===== src/rtl/kb_pkg.sv =====
// kb_pkg: shared definitions for the 4x4 key matrix scanner.
//   - kb_state_e : scanner FSM state encoding
//   - KB_ROWS / KB_COLS : matrix geometry
//   - ROW_INIT : row drive pattern after reset (row 0 driven low)
//   - kb_one_low / kb_low_idx : helpers for active-low one-hot vectors
package kb_pkg;

    typedef enum logic [1:0] {
        SCAN     = 2'd0,
        DEBOUNCE = 2'd1,
        HELD     = 2'd2
    } kb_state_e;

    localparam int KB_ROWS = 4;
    localparam int KB_COLS = 4;

    localparam logic [KB_ROWS-1:0] ROW_INIT = 4'b1110;

    // True when exactly one bit of v is 0. No low bits (idle) and several
    // low bits (ghosting / multi-key) are both rejected.
    function automatic logic kb_one_low(input logic [3:0] v);
        int zeros;
        zeros = 0;
        for (int i = 0; i < 4; i++) begin
            if (!v[i]) zeros++;
        end
        return (zeros == 1);
    endfunction

    // Index of the 0 bit; only meaningful when kb_one_low(v) is true.
    function automatic logic [1:0] kb_low_idx(input logic [3:0] v);
        logic [1:0] idx;
        idx = 2'd0;
        for (int i = 0; i < 4; i++) begin
            if (!v[i]) idx = 2'(i);
        end
        return idx;
    endfunction

endpackage


===== src/rtl/kb_sync2.sv =====
// kb_sync2: two-flop synchronizer for asynchronous level inputs.
//   clk   : destination clock
//   rst   : asynchronous reset, active-high; both stages reset to all 1s
//           (the idle level of the pulled-up column lines)
//   d     : asynchronous input vector
//   q     : synchronized output, two clk cycles behind d
module kb_sync2 #(
    parameter int WIDTH = 4
) (
    input  logic             clk,
    input  logic             rst,
    input  logic [WIDTH-1:0] d,
    output logic [WIDTH-1:0] q
);

    logic [WIDTH-1:0] s1_q, s1_d;
    logic [WIDTH-1:0] s2_q, s2_d;

    always_comb begin
        s1_d = d;
        s2_d = s1_q;
    end

    always_ff @(posedge clk or posedge rst) begin
        if (rst) begin
            s1_q <= '1;
            s2_q <= '1;
        end else begin
            s1_q <= s1_d;
            s2_q <= s2_d;
        end
    end

    assign q = s2_q;

endmodule


===== src/rtl/kb_matrix_scan.sv =====
// kb_matrix_scan: 4x4 key matrix scanner with debounce.
//   clk       : system clock
//   rst       : asynchronous reset, active-high
//   kb_col    : column returns (pulled up, low = closed key in driven row)
//   kb_row    : row drive, active-low, exactly one row low at a time
//   key_code  : row*4 + col of the last confirmed key
//   key_valid : one-cycle pulse, coincident with the new key_code
//   key_held  : high from press confirmation until release confirmation
//   dbg_state : current scanner FSM state
//
// Handshake: key_valid is a one-cycle strobe with no ready/back-pressure;
// key_code is stable from the key_valid cycle until the next confirmation.
//
// All FSM decisions happen only on tick cycles (once every SCAN_DIV clocks),
// so each driven row settles for SCAN_DIV-1 cycles, which covers the
// synchronizer latency before its columns are sampled.
module kb_matrix_scan
    import kb_pkg::*;
#(
    parameter int SCAN_DIV       = 50000,
    parameter int DEBOUNCE_TICKS = 4
) (
    input  logic               clk,
    input  logic               rst,
    input  logic [KB_COLS-1:0] kb_col,
    output logic [KB_ROWS-1:0] kb_row,
    output logic [3:0]         key_code,
    output logic               key_valid,
    output logic               key_held,
    output kb_state_e          dbg_state
);

    localparam int CW = (SCAN_DIV > 1) ? $clog2(SCAN_DIV) : 1;
    localparam int DW = $clog2(DEBOUNCE_TICKS + 1);

    localparam logic [CW-1:0] TICK_LAST = CW'(SCAN_DIV - 1);
    localparam logic [DW-1:0] DEB_LAST  = DW'(DEBOUNCE_TICKS);

    logic [KB_COLS-1:0] col_s;

    kb_sync2 #(.WIDTH(KB_COLS)) u_col_sync (
        .clk (clk),
        .rst (rst),
        .d   (kb_col),
        .q   (col_s)
    );

    kb_state_e          state_q, state_d;
    logic [CW-1:0]      cnt_q, cnt_d;
    logic [DW-1:0]      deb_q, deb_d;
    logic [KB_ROWS-1:0] row_q, row_d;
    logic [1:0]         cand_row_q, cand_row_d;
    logic [1:0]         cand_col_q, cand_col_d;
    logic [3:0]         code_q, code_d;
    logic               valid_q, valid_d;
    logic               held_q, held_d;

    logic               tick;
    logic               col_ok;
    logic [1:0]         col_idx;
    logic [1:0]         row_idx;
    logic [KB_ROWS-1:0] row_next;
    logic [DW-1:0]      deb_inc;

    always_comb begin
        tick     = (cnt_q == TICK_LAST);
        col_ok   = kb_one_low(col_s);
        col_idx  = kb_low_idx(col_s);
        row_idx  = kb_low_idx(row_q);
        row_next = {row_q[KB_ROWS-2:0], row_q[KB_ROWS-1]};
        deb_inc  = deb_q + DW'(1);
    end

    always_comb begin
        state_d    = state_q;
        cnt_d      = tick ? '0 : cnt_q + CW'(1);
        deb_d      = deb_q;
        row_d      = row_q;
        cand_row_d = cand_row_q;
        cand_col_d = cand_col_q;
        code_d     = code_q;
        valid_d    = 1'b0;
        held_d     = held_q;

        case (state_q)
            SCAN: begin
                if (tick) begin
                    if (col_ok) begin
                        cand_row_d = row_idx;
                        cand_col_d = col_idx;
                        if (DEBOUNCE_TICKS == 1) begin
                            code_d  = {row_idx, col_idx};
                            valid_d = 1'b1;
                            held_d  = 1'b1;
                            deb_d   = '0;
                            state_d = HELD;
                        end else begin
                            deb_d   = DW'(1);
                            state_d = DEBOUNCE;
                        end
                    end else begin
                        row_d = row_next;
                    end
                end
            end

            DEBOUNCE: begin
                if (tick) begin
                    if (col_ok && (col_idx == cand_col_q)) begin
                        if (deb_inc == DEB_LAST) begin
                            code_d  = {cand_row_q, cand_col_q};
                            valid_d = 1'b1;
                            held_d  = 1'b1;
                            deb_d   = '0;
                            state_d = HELD;
                        end else begin
                            deb_d = deb_inc;
                        end
                    end else begin
                        // Bounce or key moved: abandon the candidate.
                        deb_d   = '0;
                        row_d   = row_next;
                        state_d = SCAN;
                    end
                end
            end

            HELD: begin
                // Row stays frozen; only a clean all-open reading counts
                // toward release, anything else restarts the release count.
                if (tick) begin
                    if (col_s == 4'b1111) begin
                        if (deb_inc == DEB_LAST) begin
                            held_d  = 1'b0;
                            deb_d   = '0;
                            row_d   = row_next;
                            state_d = SCAN;
                        end else begin
                            deb_d = deb_inc;
                        end
                    end else begin
                        deb_d = '0;
                    end
                end
            end

            default: begin
                deb_d   = '0;
                state_d = SCAN;
            end
        endcase
    end

    always_ff @(posedge clk or posedge rst) begin
        if (rst) begin
            state_q    <= SCAN;
            cnt_q      <= '0;
            deb_q      <= '0;
            row_q      <= ROW_INIT;
            cand_row_q <= '0;
            cand_col_q <= '0;
            code_q     <= '0;
            valid_q    <= 1'b0;
            held_q     <= 1'b0;
        end else begin
            state_q    <= state_d;
            cnt_q      <= cnt_d;
            deb_q      <= deb_d;
            row_q      <= row_d;
            cand_row_q <= cand_row_d;
            cand_col_q <= cand_col_d;
            code_q     <= code_d;
            valid_q    <= valid_d;
            held_q     <= held_d;
        end
    end

    assign kb_row    = row_q;
    assign key_code  = code_q;
    assign key_valid = valid_q;
    assign key_held  = held_q;
    assign dbg_state = state_q;

endmodule


===== config.mk =====
export PLATFORM = sky130hd
export DESIGN_NAME = kb_matrix_scan
export DESIGN_NICKNAME = d
export VERILOG_FILES = /design/src/rtl/kb_pkg.sv /design/src/rtl/kb_sync2.sv /design/src/rtl/kb_matrix_scan.sv
export SDC_FILE = /design/constraint.sdc
export NUM_CORES = 1
export LEC_CHECK = 0
export ABC_AREA = 0
export ABC_CLOCK_PERIOD_IN_PS = 8550
export BUFFER_PORTS_ARGS = -buffer_cell sky130_fd_sc_hd__buf_2
export CORE_ASPECT_RATIO = 0.8
export CORE_UTILIZATION = 62
export DETAILED_ROUTE_END_ITERATION = 16
export PLACE_DENSITY = 0.88
export SLEW_MARGIN = 20
export SYNTH_ARGS = -nofsm -noshare
export SYNTH_HDL_FRONTEND = slang
export SYNTH_SLANG_ARGS = --single-unit

===== constraint.sdc =====
create_clock -name clk -period 8.55 [get_ports clk]
set_clock_uncertainty 0.2 [all_clocks]
set_input_delay 1.71 -clock clk [delete_from_list [all_inputs] [get_ports clk]]
set_output_delay 1.71 -clock clk [all_outputs]
set_load 0.02 [all_outputs]

# == Word-level counts from Yosys, hierarchy flattened ==
# Cells that the tools add are included.
# classes
addsub,5
mul,0
div_mod_pow,0
magnitude_cmp,0
eq_ne,18
shifts,0
muxes,47
bitwise_logic,0
reduce_logical,10
# ops
op,n
$add A32 B2 Y32 const B,3
$mux W32,3
$eq A32 B2 Y1 const B,1
$mux W4,7
$mux W2,12
$mux W3,7
$ne A2 B2 Y1 const B,10
$add A16 B1 Y16 const B,1
$eq A16 B16 Y1 const B,1
$mux W16,1
$reduce_and A7 Y1,2
$mux W1,13
$pmux W4 S3,1
$pmux W3 S3,1
$reduce_and A4 Y1,2
$reduce_and A8 Y1,1
$pmux W2 S3,1
$eq A4 B4 Y1 const B,1
$add A3 B1 Y3 const B,1
$eq A3 B3 Y1 const B,1
$ne A3 B3 Y1 const B,1
$reduce_and A3 Y1,1
$reduce_bool A3 Y1,1
$eq A2 B1 Y1 const B,1
6 further kinds,6
# totals
regBits,43
latchBits,0
ram_bits,0
rom_bits,0
input_bits,6
output_inout_bits,12
elab_cells,91
memories,0

# == Depth between registers and ports, before layout ==
# Gate-level depths: netlist of run 1.
# logic_depth
word_depth,12
ltp_mapped,12
depth_no_buf,12

# == By module ==
# From an unflattened synthesis of run 1, not the netlist that was laid out.
# unflattened
hier_cells,179
area_unflattened_um2,2039.5
# modules_own_cells
mod,n_inst,cells_per_inst,area_each_um2,seq_area_each_um2
kb_matrix_scan,1,170,1825.5,879.6
kb_sync2,1,9,214.0,210.2

# == Worst setup path before layout of run 1 ==
# No wires, ideal clock.
# synth_path
kind,reg-to-reg
startpoint,"register u_col_sync.s2_q[1], in the netlist u_col_sync.q[1]"
endpoint,"register code_q[0], in the netlist key_code[0]"
setup_time_ns,0.127
arrival_time_ns,3.012
required_ns,8.223
setup_slack_ns,5.210
path_stages_with_launch,12
n_path_buf,0
period_less_slack_ns,3.340
path_cell_list,dfstp_2 -> inv_1 -> ha_1 -> xnor2_1 -> ha_1 -> or3_4 -> o211ai_2 -> nand3_2 -> or4b_4 -> or2_4 -> clkinv_2 -> mux2_1
# synth_between
elab_chain_cells,8
elab_cells_between_ends,12
classes_between,2 x add/sub; 2 x eq/ne; 6 x mux; 2 x reduce/logical
# synth_rtl
element,line_no,source
start: declaration,kb_sync2.sv:17,"logic [WIDTH-1:0] s2_q, s2_d;"
start signal: assignment,kb_sync2.sv:27,s2_q <= '1;
start signal: assignment,kb_sync2.sv:30,s2_q <= s2_d;
$mux W32,kb_pkg.sv:25,if (!v[i]) zeros++;
$add A32 B2 Y32,kb_pkg.sv:25,
$mux W32,kb_pkg.sv:25,
$add A32 B2 Y32,kb_pkg.sv:25,
$mux W32,kb_pkg.sv:25,
$eq A32 B2 Y1,kb_pkg.sv:27,return (zeros == 1);
$logic_and A1 B1 Y1 (*),kb_matrix_scan.sv:109,if (col_ok && (col_idx == cand_col_q)) begin
$reduce_and A4 Y1 (no source line) (*),-,
end signal: assignment,kb_matrix_scan.sv:172,code_q <= code_d;
end: declaration,kb_matrix_scan.sv:54,"logic [3:0] code_q, code_d;"
# Every way passes the cells marked *; elsewhere a longest branch is shown, timed or not.
# A chain may end at the register's enable or synchronous reset.

# == Worst setup path after layout of run 1 ==
# layout_path
startpoint,"register u_col_sync.s2_q[1], in the netlist u_col_sync.q[1]"
endpoint,"register code_q[2], in the netlist key_code[2]"
# Same word-level chain as after synthesis.

==> results of run 1 <==
## registers in the layout (all words and copies together) (netlist names), 2 cells and up
name and cells:
cnt_q 16, kb_row 4, key_code 4, u_col_sync.q 4, u_col_sync.s1_q 4, deb_q 3
cand_col_q 2, cand_row_q 2, dbg_state 2
## power by group through the flow
| stage | clock network, W | registers, W | logic, W |
|---|---|---|---|
| detailed placement | 0 | 0.000212 | 0.0000168 |
| CTS | 0.000136 | 0.000208 | 0.0000168 |
| global placement | 0 | 0.000212 | 0.0000158 |
| floorplan | 0 | 0.000212 | 0.0000136 |
| global route | 0.000142 | 0.000209 | 0.0000189 |
| finish | 0.000133 | 0.000208 | 0.0000163 |
## metal layers
metal  wire length [um]  global-route usage  up-vias  share of wire
li1                   -                   -      645              -
met1               1580               0.298      644           0.47
met2               1570               0.338       38           0.46
met3                165              0.0582        8          0.049
met4                 62               0.123        0          0.018
met5                  0                   0        -              0
## stage by stage
stage,setup WS (ns),std cells,cell area (sq um),utilization,hold WS [ns]
global route,4.91,237,2230,0.722,0.163
CTS,5.04,237,2230,0.722,0.159
floorplan,5.21,176,2020,-,0.145
global placement,5.15,229,2130,0.691,0.146
finish,5.05,237,2230,0.722,0.158
detailed placement,5.06,229,2130,0.691,0.147
## layout make-up
cell class / instances / area [sq um] / area share
flip-flops and latches: 43 / 1090 / 0.489
multi-input cells: 117 / 857 / 0.385
repair buffers: 18 / 92.6 / 0.0415
clock buffers: 6 / 82.6 / 0.0371
well taps: 40 / 50.0 / 0.0225
inverters: 11 / 42.5 / 0.0191
clock inverters: 2 / 13.8 / 0.00618
## path summary, 6_finish.rpt
| path | end | from | cells past startpoint |
|---|---|---|---|
| worst max-delay path | key_code[2]$_DFFE_PP0P_ | u_col_sync.q[1]$_DFF_PP1_ | 11 |
| worst min-delay path | u_col_sync.q[2]$_DFF_PP1_ | u_col_sync.s1_q[2]$_DFF_PP1_ | 0 |
| worst max register to register | key_code[2]$_DFFE_PP0P_ | u_col_sync.q[1]$_DFF_PP1_ | 11 |
| worst min register to register | u_col_sync.q[2]$_DFF_PP1_ | u_col_sync.s1_q[2]$_DFF_PP1_ | 0 |
| max in group asynchronous | u_col_sync.q[0]$_DFF_PP1_ | rst | 3 |
| min in group asynchronous | cnt_q[1]$_DFF_PP0_ | rst | 3 |
## critical path: stages, from the launching register on
cell      delay [ns]
dfstp_2         0.57
inv_1           0.05
ha_1            0.34
xnor2_1         0.16
ha_1            0.31
or3_4           0.37
o211ai_2        0.08
nand3_2         0.11
or4b_4          0.53
or2_4           0.28
clkinv_2        0.08
mux2_1          0.32
## layout by cell type, fill, tap and decap left out, types with 2 or more instances in the layout
master    synthesis  final
dfrtp_1          32     32
nor2_1           17     17
buf_2             0     17
nand2_1          11     11
dfstp_2          11     11
inv_1            10     10
xor2_1           10     10
nand3_1           8      8
xnor2_1           7      7
mux2_2            7      7
ha_1              6      6
clkbuf_8          0      6
nand2b_1          4      4
and3_1            4      4
a21oi_1           4      4
o21ai_0           4      4
a21o_1            3      3
nor2b_1           2      2
nor4bb_1          2      2
clkinv_2          1      2
mux2_1            2      2
mux2_4            2      2
## kinds of logic (layout without fill, tap and decap cells)
family | after synthesis | after routing | share of synthesized area
DFF | 43 | 43 | 0.541
adders and majority gates | 6 | 6 | 0.0372
muxes | 11 | 11 | 0.0652
AOI/OAI and AO/OA | 23 | 23 | 0.0844
buffers and inverters | 16 | 37 | 0.0341
and+or+nand+nor | 60 | 60 | 0.164
xor gates and xnor gates | 17 | 17 | 0.0739
==> results.md, run 1 <==
* Peak VDD IR at ~0.00014 V
* Power, Total at about 0.00036 W
* Gate power share at 0.046
* Top cell type's share of synthesized area at 0.397
* Flop pwr share at 0.583
* CTS H-tree lvls at 2
* Slew headroom at 0.487
* Die Area at ~3500 sq um
* Hold Fails Final Rpt at 0
* Antenna violations before repair at 0
* Drt initial violations at 67
* Sequential element share of the synthesized area at 0.541
* Via density at ~5.6
* Fraction of layout cells with a size suffix above 1 at 0.269
* Final WL at about 3400 um
* Static Leak at roughly 1.1 nW
* Clk sinks at 43
* Syn_nets at ~190
* Gr usage total at 0.225
* WP data required at roughly 8.5 ns
* DRT Pass-1 Iters at 4
* Setup TNS at 0 ns
* IO Port Bufs at 17
* Cell area after synthesis at about 2000 sq um
* Synth Instances at about 180
* DIE WIDTH at about 66 um
* Crit path DAT at between 3 and 4 ns
* Top post-synthesis cells by count: 32 x dfrtp_1, 17 x nor2_1, 11 x dfstp_2, 11 x nand2_1
* CTS tree: done
* Unrepaired setup endpoints after global routing: false
* Yosys reg bits at 43
* Critical path fanouts, max at 5
* Diode count at 0
* Pwr Density at 161 nW/um^2
* Worst-Skew Late Latency at around 0.29 ns
* Max Slew Vio Count at 0
* CP endpoint kind: register
* Die Height at around 53 um
* Type of the worst setup path: reg -> reg
* Sw Share at 0.219
* Remaining global-route overflow at 0
* Max clock buf depth at 2
* Core Footprint at 3090 sq um
* Via count at approximately 1300
* Setup bufs post-CTS at 0
* Starting density of the core at 0.653
* Cell Rows at 18
* Async set or reset register ratio after synthesis at 1.00
* Internal power at about 0.00028 W
* Total of max-cap violations at 0
* Type of origin of the critical path: register
* Clock power frac at 0.372
* Final cycle utilization of the critical path at 0.409
* HP Class: reg -> reg
* CTS buffer count at 5
* Hold buffer count at cts at 0
* Fillers at between 200 and 250
* Top-count cell post-synth: dfrtp_1
* Synth area leaders: dfrtp_1 40%, dfstp_2 14%, xor2_1 4.3%, mux2_2 3.9%, ha_1 3.7%
* Clk slew on worst S/H paths at about 0.08 ns
* Number of global-route vias before repair at 1250
* First-pass GRT wire length at ~5500 um
* Final setup violation count at 0
* Area growth syn-to-layout at 10.6%
* Outcome: finished, final reports clean
* Post-synth top flop: dfrtp_1
* Yosys warns at 0
* Least-Margin Pin Slew at 0.762 ns
* Yosys top cell by area: dfrtp_1
* CTS resizes at 0
* Clock root cell: clkbuf_8
* Routed Antenna Nets at 0
* GPL Wtd Cong at about 0.81
* Pin count of the biggest net entering global routing at 44
* Unique masters post-synth at between 40 and 50
* Tmin final at about 3.5 ns
* Number of flops mapped to enable cells by yosys at 0
* Avg WL per Cell at ~14 um
* Max Freq at approximately 290 MHz
* I/O pin count at 18
* NumNets Final at 208
* FF-to-FF setup slack at about 5 ns
* Sw Pwr at about 0.000078 W
* DRC at 0
* Syn Area/Cell at 11.5 sq um
* Post-detail-place hpwl at 2490 um
No activity file was read; power rests on OpenSTA's default activity.
==> inputs of run 2 (changes only) <==
ABC_CLOCK_PERIOD_IN_PS = 3650   (was 8550)
CORE_UTILIZATION = 58   (was 62)
PLACE_DENSITY = 0.83   (was 0.88)
clock period = 3.65 ns   (was 8.55 ns; I/O delays follow)
==> run 2 against run 1 <==
Compared with the run above:
- core utilization down 1.6 points
- flip-flop and latch count stayed put
- die area rose by 6.7%
- critical path type unchanged
- critical endpoint is now key_code[0]$_DFFE_PP0P_
- largest cell class unchanged
- largest power group unchanged
==> results.md, run 2 (synthesis gave the netlist of run 1 again) <==
* DIE WIDTH at 67.9 um (was 65.8 um)
* Fillers at 220 (was 216)
* Crit path DAT at 3.49 ns (was 3.48 ns)
* CTS resizes at 0 (unchanged)
* Drt initial violations at 62 (was 67)
* Outcome: finished, final reports clean (unchanged)
* Final setup violation count at 0 (unchanged)
* Worst-Skew Late Latency at 0.29 ns (about the same)
* Area growth syn-to-layout at 12.0% (was 10.6%)
* Remaining global-route overflow at 0 (unchanged)
* DRT Pass-1 Iters at 4 (unchanged)
* Clk slew on worst S/H paths at 0.08 ns (about the same)
* Die Height at 54.7 um (was 53 um)
* Pin count of the biggest net entering global routing at 44 (unchanged)
* Slew headroom at 0.517 (was 0.487)
* Diode count at 0 (unchanged)
* Unrepaired setup endpoints after global routing: false (unchanged)
* Static Leak at 1.09 nW (was 1.08 nW)
* Clock root cell: clkbuf_8 (unchanged)
* IO Port Bufs at 17 (unchanged)
* Via count at 1343 (was 1335)
* Die Area at 3720 sq um (was 3480 sq um)
* Sw Pwr at 0.000188 W (was 0.0000783 W)
* Post-Route M1 WL at 1720 um (was 1580 um)
* Type of the worst setup path: reg -> reg (unchanged)
* NumNets Final at 208 (unchanged)
* Final cycle utilization of the critical path at 0.964 (was 0.409)
* Max reg flops at 16 (unchanged)
* Core Footprint at 3200 sq um (was 3090 sq um)
* CTS tree: done (unchanged)
* HP Class: reg -> reg (unchanged)
* First-pass GRT wire length at 5490 um (was 5520 um)
* Gate power share at 0.044 (was 0.046)
* Met2 WL at 1610 um (was 1570 um)
* Internal power at 0.000719 W (was 0.000279 W)
* Gr usage total at 0.209 (was 0.225)
* Commonest non-fill, non-tap cell in the layout: dfrtp_1 (unchanged)
* Routed Antenna Nets at 0 (unchanged)
* Peak VDD IR at 0.000339 V (was 0.000140 V)
* Setup TNS at 0 ns (unchanged)
* Via density at 5.67 (was 5.63)
* Critical path fanouts, max at 5 (unchanged)
* Max Slew Vio Count at 0 (unchanged)
* Hold Fails Final Rpt at 0 (unchanged)
* Post-detail-place hpwl at 2520 um (was 2490 um)
* Sw Share at 0.208 (was 0.219)
* Worst R2R Path Depth at 11 (unchanged)
* Register area at 1090 sq um (unchanged)
* Tmin final at 3.52 ns (was 3.50 ns)
* CTS H-tree lvls at 2 (unchanged)
* Flop pwr share at 0.539 (was 0.583)
* Met3 WL at 120 um (was 165 um)
* Final WL at 3490 um (was 3380 um)
* WP data required at 3.63 ns (was 8.53 ns)
* Pwr Density at 402 nW/um^2 (was 161 nW/um^2)
* I/O pin count at 18 (unchanged)
* Hold buffer count at cts at 0 (unchanged)
* Most frequent cells in the layout: 32 x dfrtp_1, 17 x nor2_1, 17 x buf_2 (unchanged)
* Type of origin of the critical path: register (unchanged)
* Hold-critical path depth at 0 (unchanged)
* GPL Wtd Cong at 0.831 (was 0.810)
* Number of global-route vias before repair at 1236 (was 1250)
* Max Freq at 284 MHz (was 286 MHz)
* Largest register by flop count: cnt_q (unchanged)
* CP endpoint kind: register (unchanged)
* Top Layer Used: met4 (unchanged)
* Total of max-cap violations at 0 (unchanged)
* Fraction of layout cells with a size suffix above 1 at 0.269 (unchanged)
* Clock power frac at 0.417 (was 0.372)
* Starting density of the core at 0.630 (was 0.653)
* Cell Rows at 18 (unchanged)
* DRC at 0 (unchanged)
* CTS buffer count at 5 (unchanged)
* Area of the multi-input gates at 857 sq um (unchanged)
* Clk sinks at 43 (unchanged)
* Least-Margin Pin Slew at 0.718 ns (was 0.762 ns)
* Setup bufs post-CTS at 0 (unchanged)
* Antenna violations before repair at 0 (unchanged)
* Max clock buf depth at 2 (unchanged)
* Hold WS at 0.158 ns (about the same)
* Avg WL per Cell at 14.7 um (was 14.3 um)
run 2: cell count changes in the layout (fill, tap and decap cells not counted):
cell	previous run	this run
clkbuf_16	0	2
clkbuf_8	6	5
clkinv_2	2	1
inv_4	0	1
inv_6	1	0
run 2: metal layers:
layer	track usage	vias up
li1	-	641
met1	0.291	671
met2	0.327	26
met3	0.0521	5
met4	0.0625	0
met5	0	-
run 2: final cells by class:
class                   count  share of cell area
clock buffers               7              0.0527
clock inverters             1             0.00277
inverters                  11              0.0188
multi-input cells         117               0.380
flip-flops and latches     43               0.483
well taps                  40              0.0222
repair buffers             18              0.0410
run 2: stage by stage:
step	util	instances	instance area [sq um]	setup WS, ns	total power, W
floorplan	-	176	2020	0.310	0.000527
global placement	0.667	229	2130	0.243	0.000534
detailed placement	0.667	229	2130	0.147	0.000538
CTS	0.706	237	2260	0.127	0.000914
global route	0.706	237	2260	0.0410	0.000941
finish	0.706	237	2260	0.132	0.000907
run 2: path summary, 6_finish.rpt:
kind / start / slack, ns / endpoint
worst max-delay path: u_col_sync.q[1]$_DFF_PP1_ / 0.13 / key_code[0]$_DFFE_PP0P_
worst min-delay path: u_col_sync.s1_q[1]$_DFF_PP1_ / 0.16 / u_col_sync.q[1]$_DFF_PP1_
max in group asynchronous: rst / 2.54 / u_col_sync.q[2]$_DFF_PP1_
worst max register to register: u_col_sync.q[1]$_DFF_PP1_ / 0.13 / key_code[0]$_DFFE_PP0P_
min in group asynchronous: rst / 0.34 / cnt_q[1]$_DFF_PP0_
worst min register to register: u_col_sync.s1_q[1]$_DFF_PP1_ / 0.16 / u_col_sync.q[1]$_DFF_PP1_
run 2: critical path: stages (launching register included):
cell and delay (ns):
dfstp_2 0.57, inv_1 0.05, ha_1 0.34, xnor2_1 0.16, ha_1 0.31, or3_4 0.37
o211ai_2 0.08, nand3_2 0.11, or4b_4 0.53, or2_4 0.28, clkinv_2 0.09, mux2_1 0.32
run 2: power by group through the flow:
stage                     Combinational [W]  Clock (W)  Sequential (W)
after floorplan                   0.0000319          0        0.000495
after global placement            0.0000370          0        0.000497
after detailed placement          0.0000401          0        0.000498
after CTS                         0.0000403   0.000385        0.000489
after global routing              0.0000449   0.000407        0.000489
final                             0.0000397   0.000378        0.000489
==> inputs of run 3 (changes only) <==
ABC_AREA = 1   (was 0)
CORE_UTILIZATION = 59   (was 58)
PLACE_DENSITY = 0.84   (was 0.83)
==> run 3 against run 2 <==
Compared with the run above:
- flip-flop and latch count unchanged
- combinational power down 4%
- count of clock-buffer cells in the layout down 1
- setup slack better by 0.84 ns
- via count up 31%
- power down 0.18%
- register-to-register slack better by 0.84 ns
- synthesized cell count up 53%
- sequential share of layout area down 3.3 points
- cell count up 43%
- largest power group unchanged
- core utilization down 0.72 points
- final area up 7.4%
==> results.md, run 3 <==
* Outcome: finished, final reports clean (unchanged)
* Grt met1 use at 0.356 (was 0.291)
* Max reg flops at 16 (unchanged)
* Number of flops mapped to enable cells by yosys at 0 (unchanged)
* Final Util at 0.699 (was 0.706)
* HP Class: reg -> reg (unchanged)
* Top post-synthesis cells by count: 75 x nand2_1, 40 x inv_1, 32 x dfrtp_1, 32 x nor2_1, 18 x nand3_1 (was 32 x dfrtp_1, 17 x nor2_1, 11 x dfstp_2, 11 x nand2_1)
* Register area at 1090 sq um (unchanged)
* CTS H-tree lvls at 2 (unchanged)
* Drt initial violations at 155 (was 62)
* Area growth syn-to-layout at 12.5% (was 12.0%)
* CTS tree: done (unchanged)
* Area of the multi-input gates at 907 sq um (was 857 sq um)
* Cell Rows at 19 (was 18)
* Sequential element share of the synthesized area at 0.506 (was 0.541)
* Worst r2r dst: dbg_state[0]$_DFFE_PP0P_ (was key_code[0]$_DFFE_PP0P_)
* Cell area after synthesis at 2150 sq um (was 2020 sq um)
* Total of max-cap violations at 0 (unchanged)
* DRT Pass-1 Iters at 4 (unchanged)
* IO Port Bufs at 17 (unchanged)
* Final cycle utilization of the critical path at 0.735 (was 0.964)
* Gr usage total at 0.241 (was 0.209)
* Type of the worst setup path: reg -> reg (unchanged)
* Placed insts at 331 (was 229)
* Top cell type's share of synthesized area at 0.372 (was 0.397)
* Fin worst setup slack at 0.968 ns (was 0.132 ns)
* Post-detail-place hpwl at 2960 um (was 2520 um)
* Least-Margin Pin Slew at 0.908 ns (was 0.718 ns)
* Met2 Use GR at 0.331 (was 0.327)
* Max Freq at 373 MHz (was 284 MHz)
* Gr busiest metal: met1 (was met2)
* I/O pin count at 18 (unchanged)
* Diode count at 0 (unchanged)
* RR Startpoint: u_col_sync.q[1]$_DFF_PP1_ (unchanged)
* Peak VDD IR at 0.000266 V (was 0.000339 V)
* Yosys reg bits at 43 (unchanged)
* Tmin final at 2.68 ns (was 3.52 ns)
* Worst R2R Path Depth at 17 (was 11)
* Syn_nets at 282 (was 188)
* Critical path fanouts, max at 3 (was 5)
* Die Area at 3900 sq um (was 3720 sq um)
* Worst-Skew Late Latency at 0.30 ns (was 0.29 ns)
* M3 GR Usage at 0.0670 (was 0.0521)
* Async set or reset register ratio after synthesis at 1.00 (unchanged)
* Synth area leaders: dfrtp_1 37%, dfstp_2 13%, nand2_1 13%, inv_1 7.0%, nor2_1 5.6% (was dfrtp_1 40%, dfstp_2 14%, xor2_1 4.3%, mux2_2 3.9%, ha_1 3.7%)
* Final WL at 4110 um (was 3490 um)
* NumNets Final at 308 (was 208)
* Remaining global-route overflow at 0 (unchanged)
* Setup TNS at 0 ns (unchanged)
* Commonest non-fill, non-tap cell in the layout: nand2_1 (was dfrtp_1)
* Post-route cell area at 2420 sq um (was 2260 sq um)
* Core Footprint at 3470 sq um (was 3200 sq um)
* Hold Fails Final Rpt at 0 (unchanged)
* Static Leak at 1.31 nW (was 1.09 nW)
* Clock root cell: clkbuf_8 (unchanged)
* Setup bufs post-CTS at 0 (unchanged)
* Die Height at 56.1 um (was 54.7 um)
* Pin count of the biggest net entering global routing at 26 (was 44)
* Finished Layout Cells at 339 (was 237)
* Largest register by flop count: cnt_q (unchanged)
* Slew headroom at 0.394 (was 0.517)
* Final setup violation count at 0 (unchanged)
* Max Slew Vio Count at 0 (unchanged)
* Antenna violations before repair at 0 (unchanged)
* Type of origin of the critical path: register (unchanged)
* Starting density of the core at 0.621 (was 0.630)
* Syn Area/Cell at 7.98 sq um (was 11.5 sq um)
* GPL Wtd Cong at 0.912 (was 0.831)
* Post-DP Area at 2310 sq um (was 2130 sq um)
* Hold-critical path depth at 0 (unchanged)
* Yosys warns at 0 (unchanged)
* Most frequent cells in the layout: 75 x nand2_1, 40 x inv_1, 32 x nor2_1, 32 x dfrtp_1, 18 x nand3_1 (was 32 x dfrtp_1, 17 x nor2_1, 17 x buf_2)
* Avg WL per Cell at 12.1 um (was 14.7 um)
* Via density at 5.19 (was 5.67)
* DRC at 0 (unchanged)
* Clk slew on worst S/H paths at 0.08 ns (about the same)
* Clk sinks at 43 (unchanged)
* WHS Endpoint: u_col_sync.q[0]$_DFF_PP1_ (was u_col_sync.q[1]$_DFF_PP1_)
* Unique masters post-synth at 23 (was 46)
* CTS buffer count at 5 (unchanged)
* Min-delay src: u_col_sync.s1_q[0]$_DFF_PP1_ (was u_col_sync.s1_q[1]$_DFF_PP1_)
* DP Worst Slack at 1.02 ns (was 0.147 ns)
* Routed Antenna Nets at 0 (unchanged)
* Post-synth top flop: dfrtp_1 (unchanged)
* Max clock buf depth at 2 (unchanged)
* DIE WIDTH at 69.6 um (was 67.9 um)
* Crit path DAT at 2.67 ns (was 3.49 ns)
* Fillers at 281 (was 220)
* Top-count cell post-synth: nand2_1 (was dfrtp_1)
* Hold buffer count at cts at 0 (unchanged)
* Synth Instances at 270 (was 176)
* CTS resizes at 0 (unchanged)
* Number of global-route vias before repair at 1558 (was 1236)
* Via count at 1761 (was 1343)
* Unrepaired setup endpoints after global routing: false (unchanged)
* Pwr Density at 373 nW/um^2 (was 402 nW/um^2)
* FF-to-FF setup slack at 0.97 ns (was 0.13 ns)
* Yosys top cell by area: dfrtp_1 (unchanged)
* Fraction of layout cells with a size suffix above 1 at 0.165 (was 0.269)
* WP data required at 3.64 ns (was 3.63 ns)
* CP endpoint kind: register (unchanged)
* First-pass GRT wire length at 7130 um (was 5490 um)
run 3: cell types whose count changed after synthesis, sizes merged, moves of 4 or more:
cell	previous run	this run
inv	10	41
nand3	9	18
mux2	11	0
nand4	1	6
xor2	10	5
nand2	11	79
nand2b	4	0
nor4	1	5
and3	4	0
clkbuf	4	0
nor2	17	34
xnor2	7	2
o21ai	4	13
run 3: final cells by class:
cell class | instances | area share
Clock inverter | 2 | 0.0144
Inverter | 42 | 0.0650
Sequential cell | 43 | 0.449
Tap cell | 42 | 0.0217
Timing Repair Buffer | 19 | 0.0413
Multi-Input combinational cell | 185 | 0.374
Clock buffer | 6 | 0.0341
run 3: where the power goes:
| part | switching, W | total, W | internal, W |
|---|---|---|---|
| registers | 0.00000368 | 0.000488 | 0.000484 |
| logic | 0.0000264 | 0.0000382 | 0.0000117 |
| clock network | 0.000158 | 0.000379 | 0.000221 |
| total | 0.000188 | 0.000905 | 0.000717 |
run 3: per-layer routing:
| metal | vias up | wire length (um) |
|---|---|---|
| met5 | - | 0 |
| met3 | 8 | 290 |
| met1 | 787 | 2050 |
| met2 | 65 | 1690 |
| met4 | 0 | 74 |
| li1 | 901 | - |
run 3: cells by family (layout without fill, tap and decap cells):
kind of cell / count (synthesis) / in the layout / synth area share
AOI/OAI and AO/OA: 22 / 22 / 0.0552
xor gates and xnor gates: 7 / 7 / 0.0285
adders and majority gates: 6 / 6 / 0.0348
buffers and inverters: 42 / 69 / 0.0732
DFF: 43 / 43 / 0.506
and+or+nand+nor: 150 / 150 / 0.303
run 3: worst max path at each step:
stage	from	end	slack [ns]	cells after the start
after detailed placement	u_col_sync.q[1]$_DFF_PP1_	dbg_state[0]$_DFFE_PP0P_	1.02	17
after floorplan	u_col_sync.q[1]$_DFF_PP1_	dbg_state[0]$_DFFE_PP0P_	1.26	17
after global routing	u_col_sync.q[1]$_DFF_PP1_	dbg_state[0]$_DFFE_PP0P_	0.71	17
final	u_col_sync.q[1]$_DFF_PP1_	dbg_state[0]$_DFFE_PP0P_	0.97	17
after CTS	u_col_sync.q[1]$_DFF_PP1_	dbg_state[0]$_DFFE_PP0P_	1.00	17
after global placement	u_col_sync.q[1]$_DFF_PP1_	dbg_state[0]$_DFFE_PP0P_	1.12	17
run 3: per-stage QoR:
step           hold slack (ns)  power [W]
2_1_floorplan            0.145   0.000523
3_3_place_gp             0.146   0.000534
3_5_place_dp             0.147   0.000535
4_1_cts                  0.158   0.000914
5_1_grt                  0.164   0.000945
6_report                 0.157   0.000905
run 3: worst max-delay path, stage by stage (launching register included):
cell	delay (ns)
dfstp_2	0.54
inv_1	0.06
ha_1	0.31
inv_1	0.05
nand2_1	0.07
nand2_1	0.07
inv_1	0.06
ha_1	0.13
inv_1	0.04
nor2_1	0.11
xor2_1	0.23
nand2_1	0.12
nand2_1	0.11
nand2_1	0.05
nor2_1	0.18
nand2_1	0.12
nand2_1	0.07
nand2_1	0.06
